$ cat src/rtl/muldiv_pkg.sv
// rtl/muldiv_pkg.sv - shared op codes, FSM states and default width for the HI/LO mul/div unit
package muldiv_pkg;

    localparam int DEFAULT_WIDTH = 32;

    typedef enum logic [2:0] {
        OP_MULT  = 3'b000,
        OP_MULTU = 3'b001,
        OP_DIV   = 3'b010,
        OP_DIVU  = 3'b011,
        OP_MTHI  = 3'b100,
        OP_MTLO  = 3'b101
    } op_e;

    typedef enum logic [1:0] {
        ST_IDLE,
        ST_CALC,
        ST_FIN
    } state_e;

endpackage

$ cat src/rtl/muldiv_if.sv
// rtl/muldiv_if.sv - request/result bundle between the control unit and the mul/div unit
interface muldiv_if #(parameter int WIDTH = 32);

    logic             start;
    logic [2:0]       op;
    logic [WIDTH-1:0] a;
    logic [WIDTH-1:0] b;
    logic             busy;
    logic             done;
    logic [WIDTH-1:0] hi;
    logic [WIDTH-1:0] lo;

    modport master (output start, op, a, b, input busy, done, hi, lo);
    modport slave  (input start, op, a, b, output busy, done, hi, lo);

endinterface

$ cat src/rtl/muldiv_step.sv
// rtl/muldiv_step.sv - one radix-2 iteration: shift-add multiply or restoring shift-subtract divide
module muldiv_step #(
    parameter int WIDTH = 32
) (
    input  logic             i_div,
    input  logic [WIDTH-1:0] i_hi,
    input  logic [WIDTH-1:0] i_lo,
    input  logic [WIDTH-1:0] i_m,
    output logic [WIDTH-1:0] o_hi,
    output logic [WIDTH-1:0] o_lo
);

    logic [WIDTH:0] w_sum;
    logic [WIDTH:0] w_shift;
    logic           w_ge;

    always_comb begin
        w_sum   = {1'b0, i_hi} + {1'b0, {WIDTH{i_lo[0]}} & i_m};
        // Remainder is kept below the divisor, so the shifted partial needs only one extra bit.
        w_shift = {i_hi, i_lo[WIDTH-1]};
        w_ge    = w_shift >= {1'b0, i_m};
        if (i_div) begin
            o_hi = w_ge ? WIDTH'(w_shift - {1'b0, i_m}) : w_shift[WIDTH-1:0];
            o_lo = {i_lo[WIDTH-2:0], w_ge};
        end else begin
            o_hi = w_sum[WIDTH:1];
            o_lo = {w_sum[0], i_lo[WIDTH-1:1]};
        end
    end

endmodule

$ cat src/rtl/muldiv_unit.sv
// rtl/muldiv_unit.sv - iterative signed/unsigned mul/div owning the HI/LO pair, start/busy/done handshake
module muldiv_unit
    import muldiv_pkg::*;
#(
    parameter int WIDTH = DEFAULT_WIDTH,
    parameter int CNT_W = $clog2(WIDTH)
) (
    input  logic    i_clk,
    input  logic    i_rst,
    muldiv_if.slave bus
);

    state_e           r_state, w_next;
    logic [CNT_W-1:0] r_cnt;
    logic [WIDTH-1:0] r_hi, r_lo, r_acc_hi, r_acc_lo, r_m;
    logic             r_done, r_div, r_neg_q, r_neg_r;

    logic             w_idle, w_calc, w_fin, w_accept, w_signed, w_a_neg, w_b_neg, w_is_div;
    logic [WIDTH-1:0] w_a_mag, w_b_mag, w_step_hi, w_step_lo;
    logic [2*WIDTH-1:0] w_prod, w_prod_fix;

    always_ff @(posedge i_clk) begin
        if (i_rst) r_state <= ST_IDLE;
        else       r_state <= w_next;
    end

    always_comb begin
        w_next = r_state;
        case (r_state)
            ST_IDLE: if (w_accept) w_next = ST_CALC;
            ST_CALC: if (r_cnt == '0) w_next = ST_FIN;
            ST_FIN:  w_next = ST_IDLE;
            default: w_next = ST_IDLE;
        endcase
    end

    always_comb begin
        w_idle = (r_state == ST_IDLE);
        w_calc = (r_state == ST_CALC);
        w_fin  = (r_state == ST_FIN);
    end

    always_comb begin
        w_accept   = w_idle && bus.start && !bus.op[2];
        w_is_div   = bus.op[1];
        w_signed   = (bus.op == OP_MULT) || (bus.op == OP_DIV);
        w_a_neg    = w_signed && bus.a[WIDTH-1];
        w_b_neg    = w_signed && bus.b[WIDTH-1];
        w_a_mag    = w_a_neg ? -bus.a : bus.a;
        w_b_mag    = w_b_neg ? -bus.b : bus.b;
        w_prod     = {r_acc_hi, r_acc_lo};
        w_prod_fix = r_neg_q ? -w_prod : w_prod;
    end

    muldiv_step #(.WIDTH(WIDTH)) u_step (
        .i_div (r_div),
        .i_hi  (r_acc_hi),
        .i_lo  (r_acc_lo),
        .i_m   (r_m),
        .o_hi  (w_step_hi),
        .o_lo  (w_step_lo)
    );

    always_ff @(posedge i_clk) begin
        if (i_rst) begin
            r_cnt    <= '0;
            r_hi     <= '0;
            r_lo     <= '0;
            r_done   <= 1'b0;
            r_acc_hi <= '0;
            r_acc_lo <= '0;
            r_m      <= '0;
            r_div    <= 1'b0;
            r_neg_q  <= 1'b0;
            r_neg_r  <= 1'b0;
        end else begin
            r_done <= w_fin;
            if (w_accept) begin
                r_cnt    <= CNT_W'(WIDTH - 1);
                r_div    <= w_is_div;
                r_acc_hi <= '0;
                r_acc_lo <= w_is_div ? w_a_mag : w_b_mag;
                r_m      <= w_is_div ? w_b_mag : w_a_mag;
                r_neg_r  <= w_a_neg;
                // Divide-by-zero must yield an all-ones quotient even when the dividend is negative.
                r_neg_q  <= (w_a_neg ^ w_b_neg) && !(w_is_div && bus.b == '0);
            end else if (w_calc) begin
                r_cnt    <= r_cnt - 1'b1;
                r_acc_hi <= w_step_hi;
                r_acc_lo <= w_step_lo;
            end
            if (w_idle && bus.start && bus.op == OP_MTHI) r_hi <= bus.a;
            if (w_idle && bus.start && bus.op == OP_MTLO) r_lo <= bus.a;
            if (w_fin) begin
                if (r_div) begin
                    r_lo <= r_neg_q ? -r_acc_lo : r_acc_lo;
                    r_hi <= r_neg_r ? -r_acc_hi : r_acc_hi;
                end else begin
                    {r_hi, r_lo} <= w_prod_fix;
                end
            end
        end
    end

    assign bus.busy = !w_idle;
    assign bus.done = r_done;
    assign bus.hi   = r_hi;
    assign bus.lo   = r_lo;

endmodule

$ cat src/flat_wrapper.sv
// flat-port wrapper written by rule: the top's interface ports become plain ports
module muldiv_unit_flat import muldiv_pkg::*;
#(
    parameter int WIDTH = DEFAULT_WIDTH,
    parameter int CNT_W = $clog2(WIDTH)
)
  (i_clk, i_rst, bus_start, bus_op, bus_a, bus_b, bus_busy, bus_done, bus_hi, bus_lo);
  muldiv_if #(.WIDTH(WIDTH)) bus_i ();
  input  logic i_clk;
  input  logic i_rst;
  input wire logic [$bits(bus_i.start)-1:0] bus_start;
  input wire logic [$bits(bus_i.op)-1:0] bus_op;
  input wire logic [$bits(bus_i.a)-1:0] bus_a;
  input wire logic [$bits(bus_i.b)-1:0] bus_b;
  output wire logic [$bits(bus_i.busy)-1:0] bus_busy;
  output wire logic [$bits(bus_i.done)-1:0] bus_done;
  output wire logic [$bits(bus_i.hi)-1:0] bus_hi;
  output wire logic [$bits(bus_i.lo)-1:0] bus_lo;
  assign bus_i.start = bus_start;
  assign bus_i.op = bus_op;
  assign bus_i.a = bus_a;
  assign bus_i.b = bus_b;
  assign bus_busy = bus_i.busy;
  assign bus_done = bus_i.done;
  assign bus_hi = bus_i.hi;
  assign bus_lo = bus_i.lo;
  muldiv_unit #(.WIDTH(WIDTH), .CNT_W(CNT_W)) u_core (.i_clk(i_clk), .i_rst(i_rst), .bus(bus_i));
endmodule
$ cat config.mk
export PLATFORM = sky130hd
export DESIGN_NAME = muldiv_unit_flat
export DESIGN_NICKNAME = d
export VERILOG_FILES = /design/src/rtl/muldiv_pkg.sv /design/src/rtl/muldiv_if.sv /design/src/rtl/muldiv_step.sv /design/src/rtl/muldiv_unit.sv /design/src/flat_wrapper.sv
export SDC_FILE = /design/constraint.sdc
export NUM_CORES = 1
export LEC_CHECK = 0
export BUFFER_PORTS_ARGS = -buffer_cell sky130_fd_sc_hd__buf_2
export CAP_MARGIN = 30
export CORE_UTILIZATION = 30
export CTS_CLUSTER_DIAMETER = 150
export DETAILED_ROUTE_END_ITERATION = 8
export SYNTH_ARGS = -nofsm -noshare
export SYNTH_HDL_FRONTEND = slang
export SYNTH_SLANG_ARGS = --single-unit
export TNS_END_PERCENT = 50
$ cat constraint.sdc
create_clock -name i_clk -period 4.3 [get_ports i_clk]
set_input_delay 0 -clock i_clk [delete_from_list [all_inputs] [get_ports i_clk]]
set_output_delay 0 -clock i_clk [all_outputs]
set_load 0.01 [all_outputs]
==> results.md, run 1 <==
- Outcome: complete, no violations
- Initial antenna violation count: 3
- Die area: 49600 um2
- Power Density: 314.2 nW/um2
- Buffers plus inverters on the worst setup path: 1
- Core area: 47950 um2
- TritonCTS Buffers: 17
- Sequential share of the synthesized area: 0.2342
- Die height: 222.7 um
- WHS: 0.02115 ns
- Worst VDD drop: 263.7 uV
- CTS max path bufs: 2
- Layout Utilization: 0.3485
- CP max FO: 12
- Number of global-route vias before repair: 14234
- First-pass GRT wire length: 83220 um
- Total power: 0.005251 W
- Synth Register Bits: 171
- Post-synth top area share: 0.2342
- Setup crit end kind: flip-flop
- Cell Area, Synth: 14620 um2
- Syn-to-layout area delta: 14.33%
- Worst min-delay path startpoint: bus_a[6]
- Rows: 80
- Vias: 15561
- CP arrival: 4.11 ns
- Worst clock skew: 0.01304 ns
- Worst setup path class: flip-flop to flip-flop
- Most used routing layer: met2
- Top FF cell, synth: dfxtp_1
- Per-cell routed wire length: 20.59 um
- Req. time, crit path: 4.64 ns
- Post-DP HPWL: 42300 um
- Worst path top cell family by delay: compound AO/OA/AOI/OAI gates
- DRC viols: 0
- R2R cell count: 11
- Routability cong.: 0.9706
- Skew-Pair Late Insertion Delay: 0.45 ns
- Area of the multi-input gates: 10450 um2
- M1 GR Usage: 0.2857
- Worst min-delay path category: input pin to flip-flop
- Hold endpoint: u_core.bus.lo[6]
- CP Launch Type: flip-flop
- CP cell instances: inv_1 -> nor2_1 -> ha_1 -> a2111oi_0 -> nor3_1 -> a221o_1 -> a21oi_1 -> nor3_1 -> nor4_1 -> xor2_1 -> a2111oi_0
- Met3 Usage GRT: 0.03954
- Crit-path slowest cell: a2111oi_0
- Fillers: 5041
- Ranking of synthesized cells by area: dfxtp_1 23%, mux2i_1 7.6%, xnor2_1 6.7%
- CTS tree: yes
- CTS clock-pin slew for the worst setup and hold paths: 0.08 ns
- DR pass1 iterations: 5
- Htree depth: 4
- Drt total wl: 55360 um
- Final Hold Vio Count: 0
- Max frequency: 0.2650 GHz
- Synthesis Warnings: 0
- I/O pin count: 136
- Leakage: 6.832 nW
- Die W: 222.7 um
- # resized after CTS: 0
- Setup-failing EPs final: 0
- Fin nets: 2202
- Slew headroom: 0.4555
- Max Cap Viol: 0
- Share of cells above drive strength 1: 0.1201
- GR Util met2: 0.3416
- Drt initial violations: 1256
- Worst r2r dst: u_core.r_acc_hi[30]
- Initial Utilization: 0.3048
- Setup TNS Final: 0 ns
- RSZ-0062 raised after global routing: no
- Clock sink count: 171
- Reg area: 3427 um2
- Crit-path max cell delay: 0.62 ns
- Mean Syn Cell Area: 7.378 um2
- Synthesized Nets: 2123
- Overall Global Routing Usage: 0.2162
- Largest net degree at the start of global routing: 87
- Flop2flop setup slack: 0.53 ns
- Final Max Tran Viols: 0
- Port buffer count: 135
- Antenna viol nets, final: 0
- RR Startpoint: u_core.r_acc_lo[0]
- Remaining Overflow, GRT: 0
- Period utilisation layout: 0.8776
- Post-synth EDFFs: 0
- Post-route minimum period: 3.774 ns
- Syn Inst Count: 1981
- Async S/R FF share, synth: 0
- Synth area leader: dfxtp_1
- Worst-Margin Slew: 0.8167 ns
- CTS Root Cell: clkbuf_16
- Via density: 5.787
- Hold depth: 3
- Synth cell types: 73
-- worst min-delay path, stage by stage --
cell	delay, ns
buf_2	0.18
mux2i_1	0.15
a211oi_1	0.08
-- worst max path at each step --
stage / to / slack (ns) / depth (start not counted) / from
floorplan: u_core.r_acc_hi[30] / 0.98 / 13 / u_core.r_acc_lo[0]
global placement: u_core.r_acc_hi[30] / 0.63 / 11 / u_core.r_acc_lo[0]
detailed placement: u_core.r_acc_hi[30] / 0.58 / 11 / u_core.r_acc_lo[0]
CTS: u_core.r_acc_hi[30] / 0.56 / 11 / u_core.r_acc_lo[0]
global route: u_core.r_acc_hi[30] / 0.20 / 11 / u_core.r_acc_lo[0]
finish: u_core.r_acc_hi[30] / 0.53 / 11 / u_core.r_acc_lo[0]
-- sequential cells by signal, summed over array words and instances (netlist names) --
name	flops
u_core.bus.hi	32
u_core.r_state	2
u_core.bus.done	1
u_core.r_neg_r	1
u_core.r_div	1
u_core.r_m	32
u_core.r_neg_q	1
u_core.r_cnt	5
u_core.r_acc_lo	32
u_core.bus.lo	32
u_core.r_acc_hi	32
-- synthesized netlist by cell type (all sizes together) (5+ instances only) --
| master | instances |
|---|---|
| a211oi | 84 |
| nand4 | 14 |
| xor2 | 52 |
| or2 | 11 |
| a21o | 25 |
| a21oi | 186 |
| or3 | 16 |
| nand2b | 8 |
| or4 | 14 |
| o31ai | 27 |
| clkbuf | 123 |
| o211ai | 69 |
| o21a | 16 |
| inv | 66 |
| dfxtp | 171 |
| and2 | 15 |
| o221ai | 6 |
| nor3 | 40 |
| a21boi | 5 |
| buf | 15 |
| a31o | 11 |
| nand3 | 19 |
| nor4 | 17 |
| nor2 | 229 |
| a31oi | 21 |
| a2111oi | 9 |
| o41ai | 14 |
| ha | 70 |
| xnor2 | 111 |
| nor2b | 19 |
| o21bai | 5 |
| o22ai | 6 |
| mux2i | 111 |
| o21ai | 106 |
| nand2 | 200 |
| a311oi | 7 |
| and3 | 12 |
-- per-stage QoR --
step / cells / area (um2) / worst slack [ns]
global route: 2688 / 16710 / 0.2012
detailed placement: 2629 / 15850 / 0.5822
global placement: 2628 / 15840 / 0.6333
CTS: 2688 / 16710 / 0.5648
floorplan: 1981 / 14620 / 0.9785
finish: 2689 / 16710 / 0.5261
-- layout by cell type, fill, tap and decap left out, drive strengths merged, types with 21 or more instances in the layout --
cell           n
nor2         229
nand2        200
a21oi        186
dfxtp        171
buf          171
mux2i        111
xnor2        111
o21ai        106
a211oi        84
ha            70
o211ai        69
inv           69
xor2          52
nor3          40
o31ai         27
dlygate4sd3   27
a21o          25
a31oi         21
-- cell type report --
cell class	count	area share
Antenna cell	1	0.0001498
Clock buffer	19	0.02651
Clock inverter	13	0.008536
Inverter	67	0.01505
Multi-Input combinational cell	1605	0.6255
Sequential cell	171	0.2051
Tap cell	615	0.04605
Timing Repair Buffer	198	0.07316
-- logic make-up after synthesis --
logic type	Yosys count	synth area share
xor gates and xnor gates	163	0.09768
DFF	171	0.2342
muxes	115	0.07910
adders and majority gates	72	0.06267
AOI/OAI and AO/OA	627	0.2780
and+or+nand+nor	628	0.1952
buffers and inverters	205	0.05316
-- power breakdown --
group          internal [W]  total (W)  switching (W)
Clock              0.000877    0.00160       0.000728
Sequential          0.00168    0.00182       0.000136
Combinational      0.000697    0.00183        0.00113
Total               0.00326    0.00525        0.00199
-- timing repair --
item                                   in CTS  in global routing
endpoints found under the hold margin      35                  0
hold buffers                               27                  0
buffers inserted                            0                  0
-- layer usage --
metal  vias to the layer above  part of all wire
met5                         -           0.00049
met4                         4             0.043
met3                       123             0.075
met2                       675              0.45
met1                      7411              0.43
li1                       7348                 -
Power figures use the tool's default switching activity.
==> run 2: changes to the inputs <==
Settings changed: CTS_CLUSTER_DIAMETER 150 to 200, GPL_TIMING_DRIVEN set to 1, SYNTH_HIERARCHICAL set to 1.
==> results.md, run 2 <==
- Outcome: complete, no violations
- Core area: 51200 um2 (+6.8%)
- Worst min-delay path category: input pin to flip-flop
- Fin nets: 2372 (+7.7%)
- Crit-path slowest cell: dfxtp_1
- Routability cong.: 1.012 (+4.2%)
- Crit path from: u_core/r_acc_hi[20]
- Worst clock skew: 0.02088 ns (+0.007841 ns)
- Remaining Overflow, GRT: 0 (unchanged)
- Die area: 52720 um2 (+6.3%)
- Worst path top cell family by delay: simple AND/OR/NAND/NOR gates
- First-pass GRT wire length: 104300 um (+25%)
- Drt total wl: 70590 um (+28%)
- Mean Syn Cell Area: 7.426 um2 (+0.65%)
- Worst-Margin Slew: 1.048 ns (+0.2308 ns)
- CP arrival: 4.45 ns (+0.34 ns)
- Number of global-route vias before repair: 16308 (+15%)
- Power Density: 285.8 nW/um2 (-9.0%)
- Final Hold Vio Count: 0 (unchanged)
- Cell Area, Synth: 15540 um2 (+6.3%)
- Async S/R FF share, synth: 0 (unchanged)
- Worst min-delay path startpoint: bus_a[21]
- Most frequent cells in the layout: 273 x nand2_1, 171 x a21oi_1, 170 x dfxtp_1
- TritonCTS Buffers: 17 (unchanged)
- Syn-to-layout area delta: 17.53%
- CTS tree: yes
- Setup-failing EPs final: 0 (unchanged)
- Hold endpoint: u_core/bus.lo[21]
- Max Cap Viol: 0 (unchanged)
- Synthesis Warnings: 6 (+6)
- Largest net degree at the start of global routing: 75 (-14%)
- CTS Root Cell: clkbuf_16
- Worst r2r dst: u_core/r_acc_hi[7]
- CP max FO: 21 (+9)
- Post-synth EDFFs: 0 (unchanged)
- Die height: 229.6 um (+3.1%)
- Share of cells above drive strength 1: 0.1520 (+0.03191)
- Synth Register Bits: 171 (unchanged)
- Req. time, crit path: 4.71 ns (+0.07 ns)
- CP cell instances: ha_1 -> nand3_1 -> nor4_1 -> a31oi_1 -> a31oi_1 -> nor2_1 -> o31ai_4 -> inv_1 -> or3_1 -> a31oi_1 -> nand2_1 -> a21oi_1
- Max frequency: 0.2477 GHz (-6.5%)
- Final Max Tran Viols: 0 (unchanged)
- Worst setup path class: flip-flop to flip-flop
- RSZ-0062 raised after global routing: no
- CTS max path bufs: 2 (unchanged)
- Hold depth: 3 (unchanged)
- Synth cell types: 92 (+26%)
- RR Startpoint: u_core/r_acc_hi[20]
- Skew-Pair Late Insertion Delay: 0.49 ns (+0.04 ns)
- Setup TNS Final: 0 ns (unchanged)
- Post-synth top area share: 0.2203 (-0.01397)
- Top FF cell, synth: dfxtp_1
- Htree depth: 4 (unchanged)
- I/O pin count: 136 (unchanged)
- Post-route minimum period: 4.036 ns (+0.2626 ns)
- DRC viols: 0 (unchanged)
- Antenna viol nets, final: 0 (unchanged)
- Syn Inst Count: 2093 (+5.7%)
- DR pass1 iterations: 6 (+1)
- Drt initial violations: 1898 (+51%)
- Flop2flop setup slack: 0.26 ns (-0.26 ns)
- Worst VDD drop: 248.3 uV (-5.8%)
- CTS clock-pin slew for the worst setup and hold paths: 0.08 ns (about the same)
- Port buffer count: 135 (unchanged)
- Buffers plus inverters on the worst setup path: 1 (unchanged)
- Period utilisation layout: 0.9387 (+0.06107)
- Slew headroom: 0.2986 (-0.1570)
- Initial antenna violation count: 11 (+8)
- Leakage: 7.464 nW (+9.3%)
- Count leader, synth: nand2_1
- CP Launch Type: flip-flop
- Commonest non-fill, non-tap cell in the layout: nand2_1
- R2R cell count: 12 (+1)
- Post-DP HPWL: 54230 um (+28%)
- Overall Global Routing Usage: 0.2619 (+0.04573)
- Placed Area: 17170 um2 (+8.3%)
- Rows: 83 (+3.8%)
- Initial Utilization: 0.3036 (-0.001252)
- Synth area leader: dfxtp_1
- Post-CTS setup buffer count: 0 (unchanged)
- Ranking of synthesized cells by area: dfxtp_1 22%, nand2_1 6.6%, ha_1 5.6%
- Sequential share of the synthesized area: 0.2203 (-0.01397)
- Per-cell routed wire length: 24.11 um (+17%)
- Top cells by count, synth: 273 x nand2_1, 171 x a21oi_1, 171 x dfxtp_1
- Crit-path max cell delay: 0.60 ns (-0.02 ns)
- Setup crit end kind: flip-flop
- Post-layout instance area: 18270 um2 (+9.3%)
- Synthesized Nets: 2235 (+5.3%)
- Clock sink count: 171 (unchanged)
- Die W: 229.6 um (+3.1%)
- Vias: 17406 (+12%)
- Crit path top cell by count: a31oi_1
- Via density: 5.945 (+2.7%)
## run 2: worst register-to-register path, stage by stage (launching register included)
cell and delay (ns):
dfxtp_1 0.60, ha_1 0.38, nand3_1 0.16, nor4_1 0.60
a31oi_1 0.17, a31oi_1 0.33, nor2_1 0.14, o31ai_4 0.22
inv_1 0.51, or3_1 0.48, a31oi_1 0.17, nand2_1 0.07
a21oi_1 0.15
## run 2: report_power, final
group	internal [W]	total (W)	leakage, nW	switching, W
clock	0.000943	0.00173	0.299	0.000783
combinational	0.000606	0.00171	5.77	0.00111
sequential	0.00166	0.00178	1.39	0.000120
## run 2: area by class of cell
| type | instances | area, um2 |
|---|---|---|
| clock buffers | 18 | 439.2 |
| clock inverters | 14 | 182.7 |
| well taps | 680 | 850.8 |
| inverters | 70 | 262.8 |
| diodes | 5 | 12.51 |
| multi-input cells | 1710 | 11320 |
| fillers | 5391 | 32930 |
| repair buffers | 260 | 1770 |
| flip-flops and latches | 171 | 3427 |
## run 2: how the worst max path moves through the flow
stage / to / slack [ns] / depth (start not counted)
finish: u_core/r_acc_hi[7] / 0.26 / 12
CTS: u_core/r_acc_hi[7] / 0.22 / 13
floorplan: u_core/r_acc_hi[29] / 1.21 / 15
global route: u_core/r_acc_hi[7] / 0.004 / 13
global placement: u_core/r_acc_hi[7] / 0.29 / 13
detailed placement: u_core/r_acc_hi[7] / 0.25 / 13
## run 2: cell families after synthesis
group | count (synthesis) | synth area share
AOI/OAI and AO/OA | 608 | 0.2587
xor gates and xnor gates | 152 | 0.08565
adders and majority gates | 72 | 0.05893
buffers and inverters | 212 | 0.05402
DFF | 171 | 0.2203
muxes | 129 | 0.08646
and+or+nand+nor | 749 | 0.2360
## run 2: routing by layer
layer  vias to the layer above  global-route usage  routed length [um]  part of all wire
met1                      8437              0.3392               29580              0.42
met3                       158             0.05341                5704             0.081
met2                       844              0.4179               32290              0.46
met4                         8              0.1119                2900             0.041
met5                         -             0.01195                 122            0.0017
li1                       7959                   -                   -                 -
## run 2: metrics by stage
| step | std cells | power (W) | util | hold WS, ns | worst slack [ns] |
|---|---|---|---|---|---|
| 6_report | 2928 | 0.005221 | 0.3568 | 0.01816 | 0.2635 |
| 5_1_grt | 2923 | 0.005403 | 0.3565 | 0.02021 | 0.003598 |
| 2_1_floorplan | 2093 | 0.002839 | - | 0.1710 | 1.215 |
| 4_1_cts | 2921 | 0.005192 | 0.3559 | 0.007147 | 0.2210 |
| 3_3_place_gp | 2845 | 0.003428 | 0.3348 | 0.3552 | 0.2936 |
| 3_5_place_dp | 2846 | 0.003440 | 0.3354 | 0.3586 | 0.2523 |
## run 2: repair_timing
action	in CTS	in global routing
resized for setup	0	0
hold buffers	43	0
endpoints found under the hold margin	58	0
endpoints found under the setup margin	0	1
==> run 3: changes to the inputs <==
Clock period 4.3 ns to 4.5 ns, I/O delays scaled along.
==> results.md, run 3 (synthesis results as in run 2) <==
- Worst setup path class: flip-flop to flip-flop
- Max Cap Viol: 0 (unchanged)
- CP cell instances: ha_1 -> nor2b_1 -> o31a_1 -> o31ai_2 -> a2111oi_4 -> nor2_2 -> o31ai_4 -> inv_1 -> or3_1 -> a31oi_1 -> nand2_1 -> a21oi_1
- Post-layout instance area: 18020 um2 (-1.4%)
- Setup-failing EPs final: 0 (unchanged)
- Worst clock skew: 0.02563 ns (+0.004748 ns)
- Worst path top cell family by delay: compound AO/OA/AOI/OAI gates
- Share of cells above drive strength 1: 0.1429 (-0.009107)
- Antenna viol nets, final: 0 (unchanged)
- Post-route minimum period: 4.009 ns (-0.02722 ns)
- Total power: 0.004868 W (-6.8%)
- CP arrival: 4.41 ns (-0.04 ns)
- Leakage: 7.312 nW (-2.0%)
- Largest net degree at the start of global routing: 68 (-9.3%)
- Core area: 51200 um2 (unchanged)
- # resized after CTS: 0 (unchanged)
- Worst VDD drop: 279.2 uV (+12%)
- Vias: 17297 (-0.63%)
- Routability cong.: 0.9635 (-4.8%)
- DP Worst Slack: 0.5964 ns (+0.3441 ns)
- Die W: 229.6 um (unchanged)
- CP Launch Type: flip-flop
- Period utilisation layout: 0.8909 (-0.04777)
- Req. time, crit path: 4.90 ns (+0.19 ns)
- RSZ-0062 raised after global routing: no
- Clock sink count: 171 (unchanged)
- Final setup slack of the worst path: 0.4907 ns (+0.2272 ns)
- Port buffer count: 135 (unchanged)
- Setup TNS Final: 0 ns (unchanged)
- Drt initial violations: 1963 (+3.4%)
- Rows: 83 (unchanged)
- Post-DP HPWL: 51290 um (-5.4%)
- Cell count after placement: 2825 (-0.74%)
- Initial antenna violation count: 2 (-9)
- TritonCTS Buffers: 17 (unchanged)
- Final Max Tran Viols: 0 (unchanged)
- Per-cell routed wire length: 23.29 um (-3.4%)
- Initial Utilization: 0.3036 (unchanged)
- CTS Root Cell: clkbuf_16
- I/O pin count: 136 (unchanged)
- First-pass GRT wire length: 100800 um (-3.4%)
- Setup crit end kind: flip-flop
- Via density: 5.967 (+0.37%)
- GR Util met2: 0.3931 (-0.02474)
- NetSw: 0.001878 W (-6.5%)
- Power Density: 270.2 nW/um2 (-5.5%)
- Met3 Usage GRT: 0.04283 (-0.01058)
- Die height: 229.6 um (unchanged)
- Syn-to-layout area delta: 15.92%
- Worst-Margin Slew: 1.031 ns (-0.01685 ns)
- Drt total wl: 67520 um (-4.3%)
- CTS max path bufs: 2 (unchanged)
- P_int: 0.002990 W (-6.9%)
- Number of global-route vias before repair: 16259 (-0.30%)
- Fillers: 5438 (+0.87%)
- Sw Ratio: 0.3858 (+0.001139)
- Logic pwr share: 0.320 (-0.008)
- CTS tree: yes
- Clk pwr share: 0.326 (-0.005)
- Outcome: complete, no violations
- Die area: 52720 um2 (unchanged)
- Crit-path slowest cell: o31ai_4
- Fin cells: 2899 (-0.99%)
- DRC viols: 0 (unchanged)
- Worst min-delay path category: input pin to flip-flop
- CTS clock-pin slew for the worst setup and hold paths: 0.08 ns (about the same)
- Buffers plus inverters on the worst setup path: 1 (unchanged)
- DR pass1 iterations: 5 (-1)
- Overall Global Routing Usage: 0.2499 (-0.01202)
- M1 GR Usage: 0.3325 (-0.006672)
- Sequential share of power: 0.354 (+0.012)
- Remaining Overflow, GRT: 0 (unchanged)
- Max frequency: 0.2494 GHz (+0.68%)
- Slew headroom: 0.3114 (+0.01284)
- Fin nets: 2347 (-1.1%)
- Placed Area: 17000 um2 (-0.97%)
- Skew-Pair Late Insertion Delay: 0.48 ns (about the same)
- CP max FO: 19 (-9.5%)
- Crit-path max cell delay: 0.69 ns (+0.09 ns)
- Htree depth: 4 (unchanged)
- Post-CTS setup buffer count: 0 (unchanged)
- Most frequent cells in the layout: 273 x nand2_1, 171 x a21oi_1, 170 x dfxtp_1
- Final Hold Vio Count: 0 (unchanged)
- Commonest non-fill, non-tap cell in the layout: nand2_1
- Most used routing layer: met2
[run 3: repair_timing]
item                                    CTS  global route
hold buffers                             40             0
endpoints found under the setup margin    0             0
endpoints found under the hold margin    56             0
[run 3: worst reg2reg max path: stages (launching register included)]
cell	delay, ns
dfxtp_1	0.61
ha_1	0.24
nor2b_1	0.17
o31a_1	0.20
o31ai_2	0.13
a2111oi_4	0.41
nor2_2	0.12
o31ai_4	0.69
inv_1	0.54
or3_1	0.49
a31oi_1	0.18
nand2_1	0.07
a21oi_1	0.11
[run 3: per-stage QoR]
stage	utilization	hold WS, ns
after global routing	0.3519	0.05395
after global placement	0.3314	0.3512
after detailed placement	0.3321	0.3535
final	0.3519	0.02058
after floorplan	-	0.1710
after CTS	0.3515	0.001865
[run 3: layout make-up]
type	instances	area, um2	share of cell area
Clock inverter	13	157.7	0.008750
Sequential cell	171	3427	0.1902
Timing Repair Buffer	235	1563	0.08674
Tap cell	680	850.8	0.04722
Multi-Input combinational cell	1710	11320	0.6283
Inverter	70	262.8	0.01458
Clock buffer	19	432.9	0.02403
Antenna cell	1	2.502	0.0001389
[run 3: worst paths after layout]
| check | endpoint | depth (start not counted) | slack [ns] | start |
|---|---|---|---|---|
| setup / recovery | u_core/r_acc_hi[7] | 12 | 0.49 | u_core/r_acc_hi[0] |
| hold reg to reg | u_core/r_m[17] | 2 | 0.47 | u_core/r_m[17] |
| setup reg to reg | u_core/r_acc_hi[7] | 12 | 0.49 | u_core/r_acc_hi[0] |
| hold / removal | u_core/r_m[18] | 4 | 0.02 | bus_b[18] |
[run 3: power by group through the flow]
stage	clock network (W)	registers, W	logic, W
detailed placement	0	0.00175	0.00149
global placement	0	0.00174	0.00148
global route	0.00166	0.00173	0.00166
CTS	0.00162	0.00171	0.00152
floorplan	0	0.00170	0.00102
finish	0.00159	0.00172	0.00156
[run 3: layer usage]
metal / share of wire / vias up
li1: - / 7922
met2: 0.45 / 781
met1: 0.43 / 8449
met4: 0.040 / 2
met5: 0.00019 / -
met3: 0.075 / 143
